[src/rtl/buf_updater_mc_if.sv]
// Wishbone classic bus between the buffer updater (master) and the shared memory (slave).
interface buf_updater_mc_if #(
  parameter int ADDR_WIDTH = 16,
  parameter int DATA_WIDTH = 32
);
  logic [ADDR_WIDTH-1:0] wbm_address;
  logic [DATA_WIDTH-1:0] wbm_writedata;
  logic [DATA_WIDTH-1:0] wbm_readdata;
  logic                  wbm_strobe;
  logic                  wbm_cycle;
  logic                  wbm_write;
  logic                  wbm_ack;

  modport master (
    output wbm_address, wbm_writedata, wbm_strobe, wbm_cycle, wbm_write,
    input  wbm_readdata, wbm_ack
  );
  modport slave (
    input  wbm_address, wbm_writedata, wbm_strobe, wbm_cycle, wbm_write,
    output wbm_readdata, wbm_ack
  );
endinterface

[src/rtl/buf_updater_mc.sv]
// Round-robin multi-channel buffer copy/fill engine acting as a Wishbone classic master.
module buf_updater_mc #(
  parameter int                    ADDR_WIDTH  = 16,
  parameter int                    DATA_WIDTH  = 32,
  parameter int                    NUM_CH      = 4,
  parameter int                    BUF_WORDS   = 64,
  parameter logic [ADDR_WIDTH-1:0] SRC_BASE    = 16'h0000,
  parameter logic [ADDR_WIDTH-1:0] DST_BASE    = 16'h8000,
  parameter int                    ACK_TIMEOUT = 255
) (
  input  logic                         clk,
  input  logic                         reset,
  buf_updater_mc_if.master             wb,
  input  logic [NUM_CH*DATA_WIDTH-1:0] buf_id,
  input  logic [NUM_CH-1:0]            update_buf,
  input  logic [NUM_CH-1:0]            fill_mode,
  input  logic [DATA_WIDTH-1:0]        fill_data,
  output logic [NUM_CH-1:0]            buf_updated,
  output logic [NUM_CH-1:0]            buf_error
);
  localparam int CH_W      = (NUM_CH > 1) ? $clog2(NUM_CH) : 1;
  localparam int WORD_BITS = $clog2(BUF_WORDS);

  typedef enum logic [1:0] {S_IDLE, S_RD, S_WR, S_DONE} state_t;

  state_t                  state_q, state_d;
  logic [CH_W-1:0]         ch_q, ch_d, rr_q, rr_d;
  logic                    fill_q, fill_d;
  logic [DATA_WIDTH-1:0]   buf_id_q, buf_id_d;
  logic [WORD_BITS-1:0]    word_q, word_d;
  logic [7:0]              to_q, to_d;
  logic                    cyc_q, cyc_d, stb_q, stb_d, we_q, we_d;
  logic [ADDR_WIDTH-1:0]   adr_q, adr_d;
  logic [DATA_WIDTH-1:0]   dat_q, dat_d;
  logic [NUM_CH-1:0]       updated_q, updated_d, error_q, error_d;

  logic [NUM_CH-1:0]       elig;
  logic                    gnt_valid;
  logic [CH_W-1:0]         gnt_ch;
  logic [DATA_WIDTH-1:0]   gnt_id;
  int                      idx;

  function automatic logic [ADDR_WIDTH-1:0] src_addr(input logic [DATA_WIDTH-1:0] id,
                                                     input logic [WORD_BITS-1:0] w);
    return SRC_BASE + (ADDR_WIDTH'(id) << WORD_BITS) + ADDR_WIDTH'(w);
  endfunction

  function automatic logic [ADDR_WIDTH-1:0] dst_addr(input logic [CH_W-1:0] c,
                                                     input logic [WORD_BITS-1:0] w);
    return DST_BASE + (ADDR_WIDTH'(c) << WORD_BITS) + ADDR_WIDTH'(w);
  endfunction

  // In DONE the finishing channel's buf_updated is not yet visible, so mask it explicitly.
  always_comb begin
    elig = update_buf & ~updated_q;
    if (state_q == S_DONE) elig[ch_q] = 1'b0;
    gnt_valid = 1'b0;
    gnt_ch    = '0;
    idx       = 0;
    for (int k = 0; k < NUM_CH; k++) begin
      idx = int'(rr_q) + k;
      if (idx >= NUM_CH) idx = idx - NUM_CH;
      if (!gnt_valid && elig[idx]) begin
        gnt_valid = 1'b1;
        gnt_ch    = CH_W'(idx);
      end
    end
    gnt_id = buf_id[gnt_ch*DATA_WIDTH +: DATA_WIDTH];
  end

  always_comb begin
    state_d   = state_q;
    ch_d      = ch_q;
    rr_d      = rr_q;
    fill_d    = fill_q;
    buf_id_d  = buf_id_q;
    word_d    = word_q;
    to_d      = to_q;
    cyc_d     = cyc_q;
    stb_d     = stb_q;
    we_d      = we_q;
    adr_d     = adr_q;
    dat_d     = dat_q;
    updated_d = updated_q & update_buf;
    error_d   = error_q & update_buf;

    case (state_q)
      S_RD, S_WR: begin
        if (!stb_q) begin
          // Launch the next access after the one-cycle bus gap.
          cyc_d = 1'b1;
          stb_d = 1'b1;
          to_d  = '0;
          if (state_q == S_RD) begin
            we_d  = 1'b0;
            adr_d = src_addr(buf_id_q, word_q);
          end else begin
            we_d  = 1'b1;
            adr_d = dst_addr(ch_q, word_q);
          end
        end else if (wb.wbm_ack) begin
          cyc_d = 1'b0;
          stb_d = 1'b0;
          we_d  = 1'b0;
          if (state_q == S_RD) begin
            dat_d   = wb.wbm_readdata;
            state_d = S_WR;
          end else begin
            word_d = word_q + WORD_BITS'(1);
            if (word_q == WORD_BITS'(BUF_WORDS-1)) state_d = S_DONE;
            else                                   state_d = fill_q ? S_WR : S_RD;
          end
        end else if (to_q == 8'(ACK_TIMEOUT-1)) begin
          cyc_d           = 1'b0;
          stb_d           = 1'b0;
          we_d            = 1'b0;
          updated_d[ch_q] = 1'b1;
          error_d[ch_q]   = 1'b1;
          state_d         = S_IDLE;
        end else begin
          to_d = to_q + 8'd1;
        end
      end
      S_DONE: begin
        updated_d[ch_q] = 1'b1;
        error_d[ch_q]   = 1'b0;
        state_d         = S_IDLE;
      end
      default: ;
    endcase

    // The first access is launched on the grant edge so back-to-back transfers keep a single idle cycle.
    if ((state_q == S_IDLE || state_q == S_DONE) && gnt_valid) begin
      ch_d     = gnt_ch;
      rr_d     = (gnt_ch == CH_W'(NUM_CH-1)) ? '0 : gnt_ch + CH_W'(1);
      fill_d   = fill_mode[gnt_ch];
      buf_id_d = gnt_id;
      word_d   = '0;
      to_d     = '0;
      cyc_d    = 1'b1;
      stb_d    = 1'b1;
      if (fill_mode[gnt_ch]) begin
        state_d = S_WR;
        we_d    = 1'b1;
        adr_d   = dst_addr(gnt_ch, '0);
        dat_d   = fill_data;
      end else begin
        state_d = S_RD;
        we_d    = 1'b0;
        adr_d   = src_addr(gnt_id, '0);
      end
    end
  end

  always_ff @(posedge clk or negedge reset) begin
    if (!reset) begin
      state_q   <= S_IDLE;
      ch_q      <= '0;
      rr_q      <= '0;
      fill_q    <= 1'b0;
      buf_id_q  <= '0;
      word_q    <= '0;
      to_q      <= '0;
      cyc_q     <= 1'b0;
      stb_q     <= 1'b0;
      we_q      <= 1'b0;
      adr_q     <= '0;
      dat_q     <= '0;
      updated_q <= '0;
      error_q   <= '0;
    end else begin
      state_q   <= state_d;
      ch_q      <= ch_d;
      rr_q      <= rr_d;
      fill_q    <= fill_d;
      buf_id_q  <= buf_id_d;
      word_q    <= word_d;
      to_q      <= to_d;
      cyc_q     <= cyc_d;
      stb_q     <= stb_d;
      we_q      <= we_d;
      adr_q     <= adr_d;
      dat_q     <= dat_d;
      updated_q <= updated_d;
      error_q   <= error_d;
    end
  end

  assign wb.wbm_cycle     = cyc_q;
  assign wb.wbm_strobe    = stb_q;
  assign wb.wbm_write     = we_q;
  assign wb.wbm_address   = adr_q;
  assign wb.wbm_writedata = dat_q;
  assign buf_updated      = updated_q;
  assign buf_error        = error_q;
endmodule

[src/flat_wrapper.sv]
// flat-port wrapper written by rule: the top's interface ports become plain ports
module buf_updater_mc_flat 
#(
  parameter int                    ADDR_WIDTH  = 16,
  parameter int                    DATA_WIDTH  = 32,
  parameter int                    NUM_CH      = 4,
  parameter int                    BUF_WORDS   = 64,
  parameter logic [ADDR_WIDTH-1:0] SRC_BASE    = 16'h0000,
  parameter logic [ADDR_WIDTH-1:0] DST_BASE    = 16'h8000,
  parameter int                    ACK_TIMEOUT = 255
)
  (clk, reset, buf_id, update_buf, fill_mode, fill_data, buf_updated, buf_error, wb_wbm_address, wb_wbm_writedata, wb_wbm_strobe, wb_wbm_cycle, wb_wbm_write, wb_wbm_readdata, wb_wbm_ack);
  buf_updater_mc_if #(.ADDR_WIDTH(ADDR_WIDTH), .DATA_WIDTH(DATA_WIDTH)) wb_i ();
  input  logic clk;
  input  logic reset;
  input  logic [NUM_CH*DATA_WIDTH-1:0] buf_id;
  input  logic [NUM_CH-1:0] update_buf;
  input  logic [NUM_CH-1:0] fill_mode;
  input  logic [DATA_WIDTH-1:0] fill_data;
  output logic [NUM_CH-1:0] buf_updated;
  output logic [NUM_CH-1:0] buf_error;
  output wire logic [$bits(wb_i.wbm_address)-1:0] wb_wbm_address;
  output wire logic [$bits(wb_i.wbm_writedata)-1:0] wb_wbm_writedata;
  output wire logic [$bits(wb_i.wbm_strobe)-1:0] wb_wbm_strobe;
  output wire logic [$bits(wb_i.wbm_cycle)-1:0] wb_wbm_cycle;
  output wire logic [$bits(wb_i.wbm_write)-1:0] wb_wbm_write;
  input wire logic [$bits(wb_i.wbm_readdata)-1:0] wb_wbm_readdata;
  input wire logic [$bits(wb_i.wbm_ack)-1:0] wb_wbm_ack;
  assign wb_wbm_address = wb_i.wbm_address;
  assign wb_wbm_writedata = wb_i.wbm_writedata;
  assign wb_wbm_strobe = wb_i.wbm_strobe;
  assign wb_wbm_cycle = wb_i.wbm_cycle;
  assign wb_wbm_write = wb_i.wbm_write;
  assign wb_i.wbm_readdata = wb_wbm_readdata;
  assign wb_i.wbm_ack = wb_wbm_ack;
  buf_updater_mc #(.ADDR_WIDTH(ADDR_WIDTH), .DATA_WIDTH(DATA_WIDTH), .NUM_CH(NUM_CH), .BUF_WORDS(BUF_WORDS), .SRC_BASE(SRC_BASE), .DST_BASE(DST_BASE), .ACK_TIMEOUT(ACK_TIMEOUT)) u_core (.clk(clk), .reset(reset), .wb(wb_i), .buf_id(buf_id), .update_buf(update_buf), .fill_mode(fill_mode), .fill_data(fill_data), .buf_updated(buf_updated), .buf_error(buf_error));
endmodule
[config.mk]
export PLATFORM = sky130hd
export DESIGN_NAME = buf_updater_mc_flat
export DESIGN_NICKNAME = d
export VERILOG_FILES = /design/src/rtl/buf_updater_mc_if.sv /design/src/rtl/buf_updater_mc.sv /design/src/flat_wrapper.sv
export SDC_FILE = /design/constraint.sdc
export NUM_CORES = 1
export LEC_CHECK = 0
export CORE_AREA = 2 2 101 103
export DETAILED_ROUTE_END_ITERATION = 10
export DIE_AREA = 0 0 103 105
export DONT_BUFFER_PORTS = 1
export GPL_TIMING_DRIVEN = 1
export PLACE_DENSITY = 0.76
export SLEW_MARGIN = 10
export SYNTH_ARGS = -nofsm -noshare
export SYNTH_HDL_FRONTEND = slang
export SYNTH_SLANG_ARGS = --single-unit
export TNS_END_PERCENT = 100
[constraint.sdc]
create_clock -name clk -period 3.1 [get_ports clk]
set_input_delay 0.465 -clock clk [delete_from_list [all_inputs] [get_ports clk]]
set_output_delay 0.465 -clock clk [all_outputs]
set_load 0.05 [all_outputs]
# After elaboration in Yosys (flattened, before gate mapping)
# Index checks and enable logic that the tools add are counted.
[word_totals]
ff_bits = 90
latch_bits = 0
ramBits = 0
mem_bits_ro = 0
inputBits = 203
output_inout_bits = 59
word_cells = 165
n_memories = 0
[op_classes]
add_sub_neg = 14
multipliers = 0
div = 0
magnitude_cmp = 11
eq_ne = 13
n_shift = 1
mux = 83
n_bitwise = 9
reduce_logical = 20
[ops]
columns = ["operator", "n"]
rows = [
  ["$mux 32", 10],
  ["$lt 32x4->1 const B", 4],
  ["$shiftx 128x8->10", 1],
  ["$ge 32x4->1 const B", 3],
  ["$sub 32x4->32 const B", 3],
  ["$mux 16", 5],
  ["$mux 8", 5],
  ["$add 16x6->16", 2],
  ["$add 16x8->16 const A", 2],
  ["$mux 6", 5],
  ["$mux 1", 29],
  ["$mux 4", 7],
  ["$mux 2", 13],
  ["$and 4x4->4", 5],
  ["$pmux 4 s2", 2],
  ["$bmux 1 s2", 5],
  ["$add 8x1->8 const B", 1],
  ["$eq 8x8->1 const B", 1],
  ["$not 4->4", 2],
  ["$or 4x4->4", 2],
  ["$add 2x2->3 const B", 2],
  ["$add 6x1->6 const B", 1],
  ["$eq 2x2->1 const B", 3],
  ["$eq 6x6->1 const B", 1],
  ["other kinds (24)", 37],
]

# Logic depth before layout (Yosys ltp)
[logic_depth]
ltp_word = 24
ltp_mapped = 12
ltp_nobuf = 9

# Worst setup path after synthesis
# OpenSTA, ideal clock, no wires.
[synth_path]
path_type = "register -> register"
start = "reg u_core.state_q[0]"
end = "reg u_core.dat_q[10] (netlist: u_core.wb.wbm_writedata[10])"
setup_time_ps = 125
arrival_ps = 2565
required_ps = 2975
setup_slack_ps = 410
stages_incl_launch_ff = 12
synth_period_minus_slack_ps = 2690
path_cell_list = "dfrtp_1 > ha_1 > or3b_4 > a32oi_2 > o221ai_2 > or3_1 > buf_2 > o21bai_4 > o21a_1 > buf_6 > buf_6 > mux2_4"
[synth_via]
elab_chain_len = 19
[synth_lines]
columns = ["element", "line", "source"]
rows = [
  ["start: declaration", "buf_updater_mc.sv:26", "state_t state_q, state_d;"],
  ["start signal: assignment", "buf_updater_mc.sv:172", "state_q <= state_d;"],
  ["$eq 2x2->1", "buf_updater_mc.sv:56, buf_updater_mc.sv:133", ""],
  ["$mux 4", "buf_updater_mc.sv:56", "if (state_q == S_DONE) elig[ch_q] = 1'b0;"],
  ["$bmux 1 s2", "buf_updater_mc.sv:63", "if (!gnt_valid && elig[idx]) begin"],
  ["$mux 1 (implied by the code) (2 in series)", "buf_updater_mc.sv:63", ""],
  ["$mux 1", "buf_updater_mc.sv:63", ""],
  ["$logic_not 1->1", "buf_updater_mc.sv:63", ""],
  ["$logic_and 1x1->1", "buf_updater_mc.sv:63", ""],
  ["$mux 1", "buf_updater_mc.sv:63", ""],
  ["(+3 left out)", "n/a", ""],
  ["$logic_not 1->1", "buf_updater_mc.sv:63", ""],
  ["$logic_and 1x1->1", "buf_updater_mc.sv:63", ""],
  ["$mux 2", "buf_updater_mc.sv:63", ""],
  ["$bmux 1 s2", "buf_updater_mc.sv:142", "if (fill_mode[gnt_ch]) begin"],
  ["$mux 1 (implied by the code)", "buf_updater_mc.sv:142", ""],
  ["$mux 32", "buf_updater_mc.sv:142", ""],
  ["$mux 32 *", "buf_updater_mc.sv:133", "if ((state_q == S_IDLE || state_q == S_DONE) && gnt_valid) begin"],
  ["via u_core.dat_d[10]", "buf_updater_mc.sv:34", "logic [DATA_WIDTH-1:0] dat_q, dat_d;"],
  ["end signal: assignment", "buf_updater_mc.sv:183", "dat_q <= dat_d;"],
  ["end: declaration", "buf_updater_mc.sv:34", ""],
]
# Mark *: on every way through the listed nets, which the timed path passes. The rest lies on a longest branch. The select of a mux whose other input is x is not followed.
# A chain may end at the register's enable or synchronous reset.

# Worst setup path after layout
[layout_path]
start = "reg u_core.state_q[0]"
end = "reg u_core.dat_q[2] (netlist: u_core.wb.wbm_writedata[2])"
# The elaborated chain is that of the path after synthesis.

==> results.toml <==
[run_status]
status = "completed"

[sta]
finalHoldViolations = 0
slew_violations = 0
setup_violations = 0
fin_worst_skew_ns = 0.0141
tns_ns = 0
rsz0062_at_grt = "false"
fmax_ghz = 0.350
worstMarginPinSlew_ns = 0.529
relSlewSlack_pct = 64.7
min_period_ns = 2.86
fin_crit_sh_pct = 92.2

[clocking]
cts.repair_timing.setup_buffer_count = 0
postCtsResizedCells = 0
cts_sinks = 90
numCtsBuffers = 9
cts_tree = "yes"
path_clk_slew_ns = 0.10
h-tree-depth = 3
clock_path_buffers = 2
insertion_delay_ns = 0.37
cts-root-buf = "clkbuf_8"

[logic_synthesis]
synth_nets = 710
ys_types = 55
synth_edf_count = 0
yosysTopAreaCell = "dfrtp_1"
synth-main-ff-cell = "dfrtp_1"
synth_top_cell_area_share_pct = 44.4
synth.avg_cell_area_um2 = 10.1
synth_seq_cells = 90
syn_area_um2 = 5070
seq_area_frac_synth_pct = 44.4
synth_top_cells_by_area = "dfrtp_1, mux2_2, mux2_4"
synthCells = 500
ys_warn_count = 0
async_reset_ff_share_pct = 100

[global_route]
overflow = 0
grt_max_degree = 91
grt_util_all_layers_pct = 22.9
grt_antenna_before_repair = 0
grt_pass1_wl_um = 19400
grt_pass1_vias = 3927

[final_layout]
final_area_um2 = 5520
fillCellCount = 871
num_antenna_cells = 0
area_growth_pct = 8.88
drive_gt1_share_pct = 23.2
final_nets = 718

[worst_setup_path]
cp-start-kind = "flip-flop"
crit_path_end_kind = "flip-flop"
path_buf_inv = 1
cp_max_fo = 35
worst_ep_arrival_time_ns = 3.10
path_cells = "ha_1, or3b_4, nand2_1, o311a_1, and3_1, o21bai_4, o21a_2, buf_12, mux2_1"
crit_type = "flip-flop to flip-flop"
cp_top_family = "compound AO/OA/AOI/OAI gates"
worstPathRequired_ns = 3.34
slowest_stage = "o311a_1"
critPathMaxStageDelay_ns = 0.47

[drt]
antenna_left = 0
first_iter_violations = 244
vias_per_cell = 6.05
via_count = 3910
routed_wl_um = 12600
drc = 0
drt_first_pass_iters = 5
met2_length_um = 5870
route.met3.wl_um = 1180
top_layer = "met4"
met1_length_um = 5240
avgRoutedWirePerCell_um = 19.5

[floorplanning]
fp.dieW_um = 103
io_pins = 262
initial_utilization_pct = 52.6
dieArea_um2 = 10800
rows = 36
coreArea_um2 = 9640
die_y_um = 105

[pwr]
finalPower_mw = 7.37
p_leak_nw = 2.43
ir_drop_v = 0.000648
power.density_nw_per_um2 = 1330

[place]
dpl_cell_area_um2 = 5290
gp_congestion = 0.881
port_buffers = 0
dp_hpwl_um = 9010

[worst_hold_path]
hp-class = "input port to flip-flop"

[flow_run]
drv_cap = 0
-- cells in the final DEF (no fill, tap or decap), drive strengths merged, types with 4 or more instances in the layout --
master and n:
dfrtp 90, mux2 69, nand2 64, nand3 33, o21ai 33, nor2 30, a21oi 28, buf 25
inv 10, clkbuf 9, o22ai 8, nand2b 7, o31ai 7, mux2i 7, ha 7, nor3 6
a211o 6, o221ai 6, nor2b 5, a31oi 5, and2 4, or2 4, a31o 4, xnor2 4
xor2 4
-- timing repair --
action                     CTS  global route
setup endpoints to repair    0             0
hold endpoints to repair    90             2
hold buffers                 1             1
-- power breakdown --
group	switching, mW	internal, mW	leakage, nW
clock	0.480	0.315	0.0966
sequential	1.44	1.64	1.12
combinational	1.85	1.65	1.21
total	3.77	3.60	2.43
-- flip-flops by register name, summed over array words and instances (netlist names) --
signal                   count
u_core.wb.wbm_strobe         1
u_core.buf_id_q             10
u_core.rr_q                  2
u_core.fill_q                1
u_core.wb.wbm_writedata     32
u_core.buf_error             4
u_core.to_q                  8
u_core.word_q                6
u_core.buf_updated           4
u_core.ch_q                  2
u_core.wb.wbm_write          1
u_core.wb.wbm_address       16
u_core.wb.wbm_cycle          1
u_core.state_q               2
-- metrics by stage --
stage	util (%)	hold slack [ns]	setup WS, ns	cells
after floorplan	-	0.169	0.410	500
after global placement	54.9	0.171	0.351	628
after detailed placement	54.9	0.171	0.258	628
after CTS	57.2	0.00942	0.248	645
after global routing	57.3	0.209	0.0520	646
final	57.3	0.229	0.242	646
-- worst reg2reg max path, cell delays in order, from the launching register on --
cell	delay, ns
dfrtp_1	0.41
ha_1	0.22
or3b_4	0.24
nand2_1	0.12
o311a_1	0.47
and3_1	0.28
o21bai_4	0.18
o21a_2	0.17
buf_12	0.24
mux2_1	0.40
-- cell usage after synthesis, types with 2 or more instances --
library cell,n
a2111oi_0,2
a211o_1,6
a211oi_1,2
a21boi_1,2
a21oi_1,28
a31o_2,4
a31oi_1,5
and2_1,4
and3_1,3
buf_2,4
buf_6,4
clkbuf_1,21
dfrtp_1,90
ha_1,7
inv_1,7
mux2_1,5
mux2_2,37
mux2_4,27
mux2i_1,7
nand2_1,64
nand2b_1,7
nand3_1,33
nand3b_1,2
nor2_1,30
nor2b_1,5
nor3_1,6
o21ai_0,32
o221ai_1,5
o22ai_1,8
o31ai_1,7
or2_2,4
or3_1,3
xnor2_1,4
xor2_1,4
-- final cells by class --
class / instances / area (um2) / area share (%)
clock buffers: 9 / 124 / 2.24
clock inverters: 7 / 72.6 / 1.31
inverters: 7 / 26.3 / 0.476
multi-input cells: 374 / 2650 / 48.0
flip-flops and latches: 90 / 2250 / 40.8
well taps: 133 / 166 / 3.01
repair buffers: 26 / 230 / 4.17
-- logic make-up after synthesis --
logic type | synth area share, %
AO/OA/AOI/OAI | 15.0
XOR/XNOR | 1.38
adder cells (fa/ha/maj) | 1.73
buffers and inverters | 3.36
flip-flops | 44.4
multiplexers | 18.7
AND/OR/NAND/NOR | 15.5
-- worst paths after layout --
path,startpoint,end,slack [ns],cells past startpoint
max reg2reg,u_core.state_q[0]$_DFFE_PN0P_,u_core.wb.wbm_writedata[2]$_DFF_PN0_,0.24,9
min,fill_data[31],u_core.wb.wbm_writedata[31]$_DFF_PN0_,0.23,1
max in group asynchronous,reset,u_core.wb.wbm_address[11]$_DFFE_PN0P_,2.06,2
min in group asynchronous,reset,u_core.wb.wbm_writedata[12]$_DFF_PN0_,0.68,2
max,u_core.state_q[0]$_DFFE_PN0P_,u_core.wb.wbm_writedata[2]$_DFF_PN0_,0.24,9
min reg2reg,u_core.buf_id_q[9]$_DFFE_PN0N_,u_core.buf_id_q[9]$_DFFE_PN0N_,0.47,2
-- routing by layer --
metal | GRT usage (%) | vias up
met1 | 30.2 | 1882
met3 | 6.89 | 30
met2 | 35.0 | 188
li1 | - | 1810
met5 | 0 | -
met4 | 8.93 | 0
Power figures use the tool's default switching activity.
